[src/rtl/gray_pkg.sv]
// Shared types and helpers for the Gray step tracker.
// Holds the FSM state type, default widths and bit-level helper functions.
package gray_pkg;

  localparam int W_DEF  = 4;
  localparam int CW_DEF = 8;

  typedef enum logic [1:0] {
    S_IDLE,
    S_TRACK,
    S_RESYNC
  } state_t;

  // Prefix XOR from the MSB down; zero upper bits leave low bits intact.
  function automatic logic [31:0] gray2bin(input logic [31:0] g);
    logic [31:0] b;
    b[31] = g[31];
    for (int i = 30; i >= 0; i--) begin
      b[i] = b[i+1] ^ g[i];
    end
    return b;
  endfunction

  function automatic int popcount(input logic [31:0] v);
    int n;
    n = 0;
    for (int i = 0; i < 32; i++) begin
      n = n + int'(v[i]);
    end
    return n;
  endfunction

endpackage

[src/rtl/gray_step_tracker_if.sv]
// Valid/ready stream bundle for the Gray step tracker.
// Input side carries Gray codes; output side carries decoded words.
interface gray_step_tracker_if #(
  parameter int W = gray_pkg::W_DEF
) ();

  logic         in_valid;
  logic         in_ready;
  logic [W-1:0] in_gray;
  logic         out_valid;
  logic         out_ready;
  logic [W-1:0] out_bin;
  logic         step_err;

  modport master (
    output in_valid,
    input  in_ready,
    output in_gray,
    input  out_valid,
    output out_ready,
    input  out_bin,
    input  step_err
  );

  modport slave (
    input  in_valid,
    output in_ready,
    input  in_gray,
    output out_valid,
    input  out_ready,
    output out_bin,
    output step_err
  );

endinterface

[src/rtl/gray_to_bin.sv]
// Combinational W-bit Gray-to-binary decoder.
// Each binary bit is the XOR of all Gray bits at or above it.
module gray_to_bin #(
  parameter int W = 4
) (
  input  logic [W-1:0] gray,
  output logic [W-1:0] bin
);

  // Ripple the prefix XOR from the MSB downwards.
  always_comb begin
    bin = '0;
    bin[W-1] = gray[W-1];
    for (int i = W - 2; i >= 0; i--) begin
      bin[i] = bin[i+1] ^ gray[i];
    end
  end

endmodule

[src/rtl/gray_step_tracker.sv]
// Gray stream checker: decodes, registers and flags multi-bit steps.
// Optional macro GRAY_TRACK_DIR_EN adds the dir_up output.
module gray_step_tracker
  import gray_pkg::*;
#(
  parameter int W  = W_DEF,
  parameter int CW = CW_DEF
) (
  input  logic          clk,
  input  logic          rst,
  gray_step_tracker_if.slave bus,
  input  logic          clr_err,
  output logic          fault,
`ifdef GRAY_TRACK_DIR_EN
  output logic          dir_up,
`endif
  output logic [CW-1:0] err_count
);

  state_t        state;
  state_t        state_d;
  logic [W-1:0]  prev_gray;
  logic [W-1:0]  dec_bin;
  logic          accept;
  logic          xfer;
  logic          multi;
  logic          illegal;
  logic          ov_q;
  logic [W-1:0]  bin_q;
  logic          err_q;
  logic [CW-1:0] cnt_base;
  logic          cnt_sat;

  gray_to_bin #(.W(W)) u_dec (
    .gray (bus.in_gray),
    .bin  (dec_bin)
  );

  assign bus.in_ready  = !ov_q || bus.out_ready;
  assign bus.out_valid = ov_q;
  assign bus.out_bin   = bin_q;
  assign bus.step_err  = err_q;

  assign accept = bus.in_valid && bus.in_ready;
  assign xfer   = ov_q && bus.out_ready;
  assign multi  = popcount(32'(prev_gray ^ bus.in_gray)) > 1;

  assign cnt_base = clr_err ? '0 : err_count;
  assign cnt_sat  = &cnt_base;

  // State register.
  always_ff @(posedge clk or posedge rst) begin
    if (rst) state <= S_IDLE;
    else     state <= state_d;
  end

  // Next state; only a tracked accept can be illegal.
  always_comb begin
    state_d = state;
    illegal = 1'b0;
    if (accept) begin
      unique case (state)
        S_IDLE:   state_d = S_TRACK;
        S_TRACK: begin
          illegal = multi;
          state_d = multi ? S_RESYNC : S_TRACK;
        end
        S_RESYNC: state_d = S_TRACK;
        default:  state_d = S_IDLE;
      endcase
    end
  end

  // Last accepted code, the reference for the next step check.
  always_ff @(posedge clk or posedge rst) begin
    if (rst)         prev_gray <= '0;
    else if (accept) prev_gray <= bus.in_gray;
  end

  // One-entry output stage; held while downstream stalls.
  always_ff @(posedge clk or posedge rst) begin
    if (rst) begin
      ov_q  <= 1'b0;
      bin_q <= '0;
      err_q <= 1'b0;
    end else if (accept) begin
      ov_q  <= 1'b1;
      bin_q <= dec_bin;
      err_q <= illegal;
    end else if (xfer) begin
      ov_q  <= 1'b0;
    end
  end

  // Sticky fault and saturating counter; clear lands before increment.
  always_ff @(posedge clk or posedge rst) begin
    if (rst) begin
      fault     <= 1'b0;
      err_count <= '0;
    end else begin
      fault     <= illegal || (fault && !clr_err);
      err_count <= (illegal && !cnt_sat) ? cnt_base + CW'(1) : cnt_base;
    end
  end

`ifdef GRAY_TRACK_DIR_EN
  logic [W-1:0] prev_bin;
  logic         up;

  assign prev_bin = W'(gray2bin(32'(prev_gray)));
  assign up = (state == S_TRACK) && !multi &&
              (dec_bin == prev_bin + W'(1));

  // Direction flag travels with the decoded word.
  always_ff @(posedge clk or posedge rst) begin
    if (rst)         dir_up <= 1'b0;
    else if (accept) dir_up <= up;
  end
`endif

endmodule

[src/flat_wrapper.sv]
// flat-port wrapper written by rule: the top's interface ports become plain ports
module gray_step_tracker_flat import gray_pkg::*;
#(
  parameter int W  = W_DEF,
  parameter int CW = CW_DEF
)
  (clk, rst, clr_err, fault, err_count, bus_in_valid, bus_in_ready, bus_in_gray, bus_out_valid, bus_out_ready, bus_out_bin, bus_step_err);
  gray_step_tracker_if #(.W(W)) bus_i ();
  input  logic clk;
  input  logic rst;
  input  logic clr_err;
  output logic fault;
  output logic [CW-1:0] err_count;
  input wire logic [$bits(bus_i.in_valid)-1:0] bus_in_valid;
  output wire logic [$bits(bus_i.in_ready)-1:0] bus_in_ready;
  input wire logic [$bits(bus_i.in_gray)-1:0] bus_in_gray;
  output wire logic [$bits(bus_i.out_valid)-1:0] bus_out_valid;
  input wire logic [$bits(bus_i.out_ready)-1:0] bus_out_ready;
  output wire logic [$bits(bus_i.out_bin)-1:0] bus_out_bin;
  output wire logic [$bits(bus_i.step_err)-1:0] bus_step_err;
  assign bus_i.in_valid = bus_in_valid;
  assign bus_in_ready = bus_i.in_ready;
  assign bus_i.in_gray = bus_in_gray;
  assign bus_out_valid = bus_i.out_valid;
  assign bus_i.out_ready = bus_out_ready;
  assign bus_out_bin = bus_i.out_bin;
  assign bus_step_err = bus_i.step_err;
  gray_step_tracker #(.W(W), .CW(CW)) u_core (.clk(clk), .rst(rst), .bus(bus_i), .clr_err(clr_err), .fault(fault), .err_count(err_count));
endmodule
[config.mk]
export PLATFORM = sky130hd
export DESIGN_NAME = gray_step_tracker_flat
export DESIGN_NICKNAME = d
export VERILOG_FILES = /design/src/rtl/gray_pkg.sv /design/src/rtl/gray_step_tracker_if.sv /design/src/rtl/gray_to_bin.sv /design/src/rtl/gray_step_tracker.sv /design/src/flat_wrapper.sv
export SDC_FILE = /design/constraint.sdc
export NUM_CORES = 1
export LEC_CHECK = 0
export CORE_ASPECT_RATIO = 0.8
export CORE_MARGIN = 10
export CORE_UTILIZATION = 35
export DETAILED_ROUTE_END_ITERATION = 10
export GPL_ROUTABILITY_DRIVEN = 0
export MAX_ROUTING_LAYER = met4
export PLACE_DENSITY = 0.57
export SLEW_MARGIN = 20
export SYNTH_ARGS = -nofsm -noshare
export SYNTH_HDL_FRONTEND = slang
export SYNTH_SLANG_ARGS = --single-unit
[constraint.sdc]
create_clock -name clk -period 3 [get_ports clk]
set_input_delay 0.3 -clock clk [delete_from_list [all_inputs] [get_ports clk]]
set_output_delay 0.3 -clock clk [all_outputs]
set_load 0.005 [all_outputs]
Word level (Yosys, flattened, before mapping)
Index checks and enable logic that the tools add are counted.
{ "op_classes": {"n_bitwise": 4, "muxes": 8, "addsub": 32, "reduce_logical": 13, "n_eq_ne": 2, "magnitude_cmp": 1} }
{ "op_table": {"columns": ["op", "n"], "rows": [
  ["adder 32 x 2 -> 32 bit, second input constant", 28],
  ["adder 32 x 2 -> 32 bit", 2],
  ["greater-than comparator 32 x 2 -> 1 bit, second input constant", 1],
  ["2-to-1 mux 8 bit", 2],
  ["adder 8 x 1 -> 8 bit, second input constant", 1],
  ["AND reduction 8 bit", 1],
  ["logical AND 1 bit", 4],
  ["2-to-1 mux 1 bit", 4],
  ["case mux 2 bit (2 select lines)", 1],
  ["XOR 4 bit", 1],
  ["logical NOT 1 bit", 3],
  ["XOR 1 bit", 3],
  ["adder 1 x 1 -> 2 bit", 1],
  ["equality test 2 x 1 -> 1 bit, second input constant", 1],
  ["equality test 2 bit, second input constant", 1],
  ["logical NOT 2 bit", 1],
  ["logical OR 1 bit", 2],
  ["2-to-1 mux 2 bit", 1],
  ["nonzero test 2 bit", 1],
  ["OR reduction 2 bit", 1]
]} }
{ "word_totals": {"in_bits": 9, "output_inout_bits": 16, "word_cells": 67, "ff_bits": 21} }

Depth between registers and ports, before layout
Gate-level depths: netlist (run 1).
{ "depth": {"word_depth": 37, "depth_mapped": 8, "depth_no_buf": 7} }

Cells and area by module
A second synthesis (run 1) with hierarchy kept.
{ "hier_totals": {"cells_unflattened": 96, "area_unflattened_um2": 1093.5} }
{ "by_module_without_submodules": {"columns": ["module", "area_per_inst_um2", "cells_each", "n_inst"], "rows": [
  ["gray_step_tracker", 1043.5, 91, 1],
  ["gray_to_bin", 50.0, 5, 1]
]} }

Least setup slack after synthesis (run 1)
No wires, ideal clock.
{ "synth_timing": {"path_type": "register to register", "start": "register u_core.prev_gray[0]", "end": "register u_core.err_count[3]", "n_path_buf": 0, "stages_incl_launch_ff": 8, "setup_time_ns": 0.127, "slack_ns": 0.893, "arrival_time_ns": 1.980, "t_required_ns": 2.873, "cell_sequence": "dfrtp_1 -> xor2_1 -> ha_1 -> ha_1 -> a211oi_2 -> nor3_4 -> nand4_1 -> mux2_1"} }
{ "synth_between": {"elab_chain_len": 37} }
{ "synth_lines": {"columns": ["element", "line_no", "rtl"], "rows": [
  ["from (decl)", "gray_step_tracker.sv:22", "logic [W-1:0] prev_gray;"],
  ["from (signal assigned)", "gray_step_tracker.sv:77", "else if (accept) prev_gray <= bus.in_gray;"],
  ["XOR 4 bit", "gray_step_tracker.sv:46", "assign multi = popcount(32'(prev_gray ^ bus.in_gray)) > 1;"],
  ["adder 1 x 1 -> 2 bit", "gray_pkg.sv:28", "n = n + int'(v[i]);"],
  ["adder 32 x 2 -> 32 bit (30 in series)", "gray_pkg.sv:28", null],
  ["greater-than comparator 32 x 2 -> 1 bit", "gray_step_tracker.sv:46", null],
  ["2-to-1 mux 1 bit", "gray_step_tracker.sv:62", "unique case (state)"],
  ["2-to-1 mux 1 bit", "gray_step_tracker.sv:61", "if (accept) begin"],
  ["logical AND 1 bit", "gray_step_tracker.sv:102", "err_count <= (illegal && !cnt_sat) ? cnt_base + CW'(1) : cnt_base;"],
  ["2-to-1 mux 8 bit", "gray_step_tracker.sv:102", null],
  ["to (signal assigned)", "gray_step_tracker.sv:102", null],
  ["to (decl)", "gray_step_tracker.sv:17", "output logic [CW-1:0] err_count"]
]} }
Every way passes these cells.
A chain may end at the register's enable or synchronous reset.

Worst setup path after layout (run 1)
{ "layout_timing": {"start": "input bus_in_gray[0]", "end": "register u_core.err_count[7]"} }
{ "layout_between": {"elab_chain_len": 37} }
{ "layout_lines": {"columns": ["element", "line_no", "rtl"], "rows": [
  ["from (decl)", "flat_wrapper.sv:16", "input wire logic [$bits(bus_i.in_gray)-1:0] bus_in_gray;"],
  ["XOR 4 bit", "gray_step_tracker.sv:46", null],
  ["adder 1 x 1 -> 2 bit", "gray_pkg.sv:28", null],
  ["adder 32 x 2 -> 32 bit (30 in series)", "gray_pkg.sv:28", null],
  ["greater-than comparator 32 x 2 -> 1 bit", "gray_step_tracker.sv:46", null],
  ["2-to-1 mux 1 bit", "gray_step_tracker.sv:62", null],
  ["2-to-1 mux 1 bit", "gray_step_tracker.sv:61", null],
  ["logical AND 1 bit", "gray_step_tracker.sv:102", null],
  ["2-to-1 mux 8 bit", "gray_step_tracker.sv:102", null]
]} }
Every way passes these cells.

==> run metrics, run 1 <==
run status complete, no violations; type of the most critical hold path input pin to asynchronous set/reset pin; largest net degree at the start of global routing 21; Seq/Total Area, Yosys 0.4944; Internal between 500 and 600 uW; DRT Pass-1 Iters 4; Remaining DRCs 0; crit-path cells clkdlybuf4s50_1, xor2_1, ha_1, ha_1, a211oi_2, buf_4, nor2_1, a41oi_1, a311oi_1; most frequent cells after synthesis 20 x dfrtp_1, 7 x mux2_2, 7 x xor2_1; Sink Count 20; Synth area leaders dfrtp_1 49%, mux2_2 7.8%, xor2_1 6.1%, ha_1 3.7%, nor2b_1 3.1%; crit path launch type input pin; synth warn 0; share of layout cells above drive strength 1 0.1491; Seq. cell area roughly 500 um2; initial antenna violation count 0; Clock Pin Slew Worst Setup and Hold Paths about 100 ps; P_leak about 0.56 nW; root buf cell clkbuf_4; Max Clock Skew 2.966 ps; Remaining Overflow, GRT 0; post-route ant nets 0; total power 720.1 uW; highest ir drop seen on vdd roughly 0.00032 V; Core Box Area between 2000 and 3000 um2; power share of the combinational group 0.339; Post-Route WL approximately 2100 um; CTS tree built; Reg2Reg Setup Slack between 700 and 800 ps; slew at the pin with the worst max-slew slack 758.9 ps; CTS buffer count 3; Die ar. between 5000 and 6000 um2; Vias ~740; final hold vios 0; Detailed Place HPWL between 1500 and 2000 um; initial DRC count 47; H-tree Lvls 1; # IOs 25; slowest library cell on the worst path clkdlybuf4s50_1; Die Y-Extent 68.10 um; Max-cap violations 0; CP max stage delay about 530 ps; Final setup viols 0; Top FF cell, synth dfrtp_1; diode count 0; PwrDens around 550 nW/um2; syn_area_per_cell 11.50 um2; layout overhead on the synthesized area 30.28%; post-synthesis net count 100; required time of the critical path 3200 ps; crit path max fanout 6; cts repair resizes 0; switch share 0.2980; vias per cell just under 5; area of the multi-input gates 481.7 um2; die outline width 80.13 um; GR Util All Layers 0.08831; Filler cells between 200 and 300; FP Rows 17; CP Class input pin to flop; RSZ-0062 raised after global routing false; Setup crit end kind flop; Synth top area share 0.4944; Mapped Area about 1000 um2; postcts setup bufs 0; Seq pwr share 0.492; vias in the first global route 769; Fmax achieved between 0.4 and 0.5 GHz; ys async rst share 1.000; most used cell, CP ha_1; first-pass GRT wire length approximately 3700 um; crit path time final roughly 2400 ps; Clk pwr share 0.169; leading area contributor after synthesis dfrtp_1; setup TNS 0 ps; starting density of the core 0.3661; Layout Nets approximately 130; worst endpoint data arrival time approximately 2600 ps; Clock Latency Late Sink 290 ps; IO buf count 24; Synth Instances just under 90; count leader, synth dfrtp_1; CTS Buffer Depth 2; ratio of final minimum period to clock period 0.7892; max_slew headroom 0.4935; max-slew violations 0; FF+latch count, synth 20; P_sw 214.6 uW; Hold-fix buffers, CTS 0; wire per inst 13.88 um; Netlist cell types 31; EDFF count, synth 0
-- stage by stage --
stage          hold WS [ps]  setup slack [ps]  area [um2]  std cells    util
2_1_floorplan         263.8             892.8        1012         88       -
3_3_place_gp          470.0             317.5        1296        149  0.4688
3_5_place_dp          476.4             307.0        1296        149  0.4688
4_1_cts               452.9             632.5        1319        152  0.4769
5_1_grt               476.6             452.6        1319        152  0.4769
6_report              432.1             632.5        1319        152  0.4769
-- layout make-up --
| cell class | instances | share of cell area |
|---|---|---|
| flip-flops and latches | 20 | 0.3795 |
| multi-input cells | 62 | 0.3653 |
| repair buffers | 26 | 0.1935 |
| well taps | 38 | 0.03605 |
| clock buffers | 3 | 0.01708 |
| inverters | 3 | 0.008539 |
-- worst max-delay path: cells and delay by family --
family | cells | cell delay [ps]
AND/OR/NAND/NOR | 1 | 340
adder cells (fa/ha/maj) | 2 | 550
buffers and inverters | 2 | 690
XOR/XNOR | 1 | 180
AO/OA/AOI/OAI | 3 | 500
-- path summary, 6_finish.rpt --
kind,depth (start not counted),startpoint,endpoint
min in group clk,1,u_core.state[1],u_core.state[1]
max reg2reg,8,u_core.prev_gray[0],u_core.err_count[7]
min,2,rst,u_core.prev_gray[0]
min reg2reg,1,u_core.state[1],u_core.state[1]
max,9,bus_in_gray[0],u_core.err_count[7]
max in group asynchronous,2,rst,u_core.prev_gray[2]
-- per-layer routing --
| layer | GRT usage | vias up | share of wire |
|---|---|---|---|
| met5 | - | - | 0 |
| met4 | 0.03947 | 0 | 0.016 |
| met3 | 0.02094 | 2 | 0.041 |
| met2 | 0.1370 | 20 | 0.48 |
| met1 | 0.1074 | 347 | 0.47 |
| li1 | - | 366 | - |
-- registers in the layout, summed over array words and instances (netlist names) --
signal,count
u_core.state,2
u_core.bus.out_valid,1
u_core.prev_gray,3
u_core.err_count,8
u_core.fault,1
u_core.bus.out_bin,4
u_core.bus.step_err,1
-- placed cells by master (no fill, tap or decap), drive strengths merged, types with 3 or more instances in the layout --
master / Yosys / layout
clkbuf: 1 / 3
clkdlybuf4s50: 0 / 24
dfrtp: 20 / 20
ha: 3 / 3
inv: 3 / 3
mux2: 8 / 8
nand2: 6 / 6
nand3: 3 / 3
nor2: 6 / 6
nor2b: 5 / 5
xnor2: 3 / 3
xor2: 7 / 7
-- cell families after synthesis --
group           share of synthesized area
fa+ha+maj                         0.03709
xor+xnor                          0.08653
simple gates                       0.1718
flops                              0.4944
mux                               0.09889
buf+inv                           0.02966
compound gates                    0.08159
-- power groups by stage --
stage | sequential [mW] | clock, mW | combinational, mW
5_1_grt | 0.364 | 0.145 | 0.274
3_3_place_gp | 0.357 | 0 | 0.247
3_5_place_dp | 0.360 | 0 | 0.249
4_1_cts | 0.355 | 0.132 | 0.250
6_report | 0.355 | 0.122 | 0.244
2_1_floorplan | 0.356 | 0 | 0.133
(Power assumes the default switching activity.)
==> run 2, diff against run 1 <==
- PLACE_DENSITY: 0.57 -> 0.59
- clock period: 3 -> 2 ns (I/O delays scaled with it)
==> run 2 against run 1 <==
Against the previous run:
- the flow now finishes with violations (setup timing)
- final cell count grew 8.6%
- first-iteration DRC count decreased by 38%
- sequential share of layout area shrank 4.5 points
- count of clock-buffer cells in the layout unchanged
- flip-flop and latch count is the same
- clock power grew to 2.8 times the previous value
- cell area is 13% higher
- wire length rose by 5.8%
- worst hold slack lost 230 ps
- critical endpoint is now u_core.err_count[1]
==> run metrics, run 2 (synthesis results as in run 1) <==
run status finished, violations left; failing checks setup timing; Hold-fix buffers, CTS 0; H-tree Lvls 1; initial DRC count 29; wire per inst 13.53 um; CP Class flop to flop; Remaining DRCs 0; Sink Count 20; Fmax achieved 0.4718 GHz; IO buf count 24; layout overhead on the synthesized area 47.84%; max FFs per register 8; slew at the pin with the worst max-slew slack approximately 390 ps; DRT Pass-1 Iters 4; Max Clock Skew 10.07 ps; commonest cells after routing, fill and taps aside 24 x clkdlybuf4s50_1, 20 x dfrtp_1, 13 x buf_4; die outline width between 80 and 90 um; # IOs 25; starting density of the core 0.3661; first-pass GRT wire length 3774 um; Post-Route WL 2232 um; required time of the critical path 2200 ps; FP Rows 17; max-slew violations 0; CTS tree built; P_leak approximately 0.64 nW; diode count 0; Remaining Overflow, GRT 0; root buf cell clkbuf_4; Max-cap violations 0; Setup crit end kind flop; RSZ-0062 raised after global routing true; setup TNS -245.8 ps; Top reg by flops u_core.err_count; GR Util All Layers 0.09034; vias per cell 4.685; ratio of final minimum period to clock period 1.060; final hold vios 0; Layout Nets 140; Post-Place Worst Slack -426.2 ps; Clock Pin Slew Worst Setup and Hold Paths 120 ps; Die Y-Extent 68.10 um; Core Box Area 2765 um2; CTS Buffer Depth 2; Final setup viols 3; worst endpoint data arrival time between 2000 and 2500 ps; vias in the first global route slightly above 800; share of layout cells above drive strength 1 0.2677; Detailed Place HPWL roughly 1700 um; largest net degree at the start of global routing 21; Clock Latency Late Sink around 310 ps; Vias approximately 770; CTS buffer count 3; initial antenna violation count 0; Die ar. 5457 um2; PwrDens just over 900 nW/um2; post-route ant nets 0; fin util 0.5412; crit path max fanout 5; crit path launch type flop; PnR worst setup slack -119.7 ps; crit path time final roughly 2100 ps; type of the most critical hold path input pin to asynchronous set/reset pin; commonest non-fill, non-tap cell in the layout clkdlybuf4s50_1; highest ir drop seen on vdd 0.0004773 V; max_slew headroom 0.7372
==> run 2: final timing paths <==
kind,from,to,slack (ps),depth (start not counted)
max in group asynchronous,rst,u_core.prev_gray[2],1580,3
worst min-delay path,rst,u_core.err_count[5],200,3
min in group clk,u_core.state[1],u_core.state[1],500,1
worst min register to register,u_core.state[1],u_core.state[1],500,1
worst max register to register,u_core.prev_gray[0],u_core.err_count[1],-120,7
worst max-delay path,u_core.prev_gray[0],u_core.err_count[1],-120,7
==> run 2: cell type report <==
class,count,area [um2]
Clock buffer,3,22.52
Clock inverter,1,30.03
Fill cell,259,1269
Inverter,3,11.26
Multi-Input combinational cell,62,526.8
Sequential cell,20,500.5
Tap cell,38,47.55
Timing Repair Buffer,38,357.8
==> run 2: report_power, final <==
| group | internal (mW) | total [mW] | switching [mW] |
|---|---|---|---|
| combinational | 0.302 | 0.503 | 0.201 |
| sequential | 0.479 | 0.529 | 0.0498 |
| clock | 0.203 | 0.339 | 0.136 |
==> run 2: stage by stage <==
stage	total power [mW]	std cells	hold WS, ps	cell area, um2
6_report	1.371	165	198.6	1496
5_1_grt	1.458	165	199.2	1496
4_1_cts	1.327	163	202.9	1450
3_5_place_dp	0.9804	159	471.0	1391
3_3_place_gp	0.9668	159	463.0	1391
2_1_floorplan	0.7743	88	163.8	1032
==> run 2: critical path: stages, from the launching register on <==
cell and delay, ps:
dfrtp_1 410, xor2_1 170, ha_1 310, ha_4 230
a211oi_4 340, nor3_4 110, buf_4 150, mux2_4 290
==> run 2: timing repair <==
item | CTS | global route
gates resized for setup | 1 | 4
setup buffers | 0 | 3
pin swaps | 1 | 4
setup endpoints to repair | 5 | 8
==> run 2: layer usage <==
metal	vias up	wire length, um	track usage
li1	383	-	-
met1	368	1001	0.1007
met2	18	1086	0.1490
met3	4	106	0.03010
met4	0	38	0.03289
met5	-	0	-
==> run 3, diff against run 2 <==
- TNS_END_PERCENT: default -> 5
==> run 3 against run 2 <==
Against the previous run:
- the run still ends with setup timing left
- setup slack better by 19 ps
- critical path depth unchanged
- first-iteration DRC count is 17% lower
- register-to-register slack improved by 20 ps
- wire length up 0.36%
- clock power is essentially flat
- combinational power decreased by 10%
- critical endpoint is now u_core.err_count[3]
- worst hold slack got worse by 3.8 ps
- largest cell class unchanged
- count of clock-buffer cells in the layout stayed put
- die area unchanged
==> run metrics, run 3 (synthesis results as in run 1) <==
run status finished, violations left; failing checks setup timing; Filler cells 267; IO buf count 24; Clock Pin Slew Worst Setup and Hold Paths between 100 and 150 ps; Fmax achieved between 0.4 and 0.5 GHz; initial DRC count 24; Hold-fix buffers, CTS 0; Clock Latency Late Sink between 300 and 400 ps; ratio of final minimum period to clock period 1.050; diode count 0; CTS buffer count 3; Detailed Place HPWL between 1500 and 2000 um; initial antenna violation count 0; post-route ant nets 0; Setup crit end kind flop; wire per inst about 14 um; highest ir drop seen on vdd about 0.00047 V; Final setup viols 4; DRT Pass-1 Iters 4; required time of the critical path 2200 ps; Sink Count 20; crit path launch type flop; GR peak layer met2; FP Rows 17; P_leak around 0.63 nW; Core Box Area 2765 um2; placed cell count about 160; commonest cells after routing, fill and taps aside 24 x clkdlybuf4s50_1, 20 x dfrtp_1, 12 x buf_4, 7 x mux2_2; Layout Nets between 100 and 150; Vias 770; # IOs 25; max_slew headroom 0.7380; max-slew violations 0; vias in the first global route a little over 800; crit path time final around 2100 ps; CTS Buffer Depth 2; Remaining Overflow, GRT 0; CP Class flop to flop; Die Y-Extent ~70 um; root buf cell clkbuf_4; commonest non-fill, non-tap cell in the layout clkdlybuf4s50_1; die outline width approximately 80 um; vias per cell around 4.7; PwrDens approximately 900 nW/um2; PnR worst setup slack -100.7 ps; layout overhead on the synthesized area 45.36%; share of layout cells above drive strength 1 0.2619; RSZ-0062 raised after global routing true; met2 usage 0.1490; CTS tree built; Remaining DRCs 0; first-pass GRT wire length 3774 um; largest net degree at the start of global routing 21; starting density of the core 0.3661; setup TNS -188.2 ps; grt met1 use 0.1007; placed cell areas roughly 1400 um2; final non-filler cell total about 160; crit path max fanout 5; H-tree Lvls 1; final hold vios 0; fin util 0.5321; type of the most critical hold path input pin to asynchronous set/reset pin; total power 1.322 mW; Max-cap violations 0; worst endpoint data arrival time 2300 ps; Final Cell Area 1471 um2; Post-Route WL between 2000 and 2500 um; Top reg by flops u_core.err_count; Max Clock Skew 13.97 ps; GR Util All Layers 0.09034; slew at the pin with the worst max-slew slack 392.1 ps; max FFs per register 8; Die ar. 5457 um2; met3 Use GR 0.03010
[run 3: final timing paths]
check / startpoint / to / slack, ps / cells after the start
worst max-delay path: u_core.prev_gray[0] / u_core.err_count[3] / -100 / 7
worst min-delay path: rst / u_core.err_count[5] / 190 / 3
worst max register to register: u_core.prev_gray[0] / u_core.err_count[3] / -100 / 7
worst min register to register: u_core.state[1] / u_core.state[1] / 500 / 1
max in group asynchronous: rst / u_core.prev_gray[2] / 1580 / 3
min in group clk: u_core.state[1] / u_core.state[1] / 500 / 1
[run 3: final cells by class]
class | count | area, um2 | share of cell area
sequential | 20 | 500.5 | 0.3401
clock inverter | 1 | 30.03 | 0.02041
inverter | 3 | 11.26 | 0.007653
tap | 38 | 47.55 | 0.03231
multi-input combinational | 62 | 518.0 | 0.3520
clock buffer | 3 | 22.52 | 0.01531
timing repair buffer | 37 | 341.6 | 0.2321
[run 3: critical path, stage by stage, from the launching register on]
cell      delay [ps]
dfrtp_1          410
xor2_1           170
ha_1             310
ha_4             230
a211oi_4         340
nor3_4           110
nand4_1           90
mux2_1           320
[run 3: per-stage QoR]
| step | worst slack [ps] | hold slack (ps) |
|---|---|---|
| 2_1_floorplan | 16.08 | 163.8 |
| 3_3_place_gp | -387.6 | 463.0 |
| 3_5_place_dp | -426.2 | 471.0 |
| 4_1_cts | -88.11 | 202.9 |
| 5_1_grt | -204.0 | 198.0 |
| 6_report | -100.7 | 194.9 |
[run 3: repair_timing]
action	CTS	global route
pin swaps	1	1
setup buffers	0	1
cloned	0	0
gates resized for setup	1	3
setup endpoints to repair	5	8
[run 3: layer usage]
layer	routed length [um]	vias to the layer above
li1	-	382
met1	1010	366
met2	1085	18
met3	106	4
met4	38	0
met5	0	-
[run 3: power breakdown]
| part | switching [mW] | total (mW) | internal (mW) |
|---|---|---|---|
| clock network | 0.139 | 0.341 | 0.203 |
| registers | 0.0503 | 0.530 | 0.479 |
| logic | 0.187 | 0.451 | 0.264 |
| total | 0.376 | 1.32 | 0.947 |
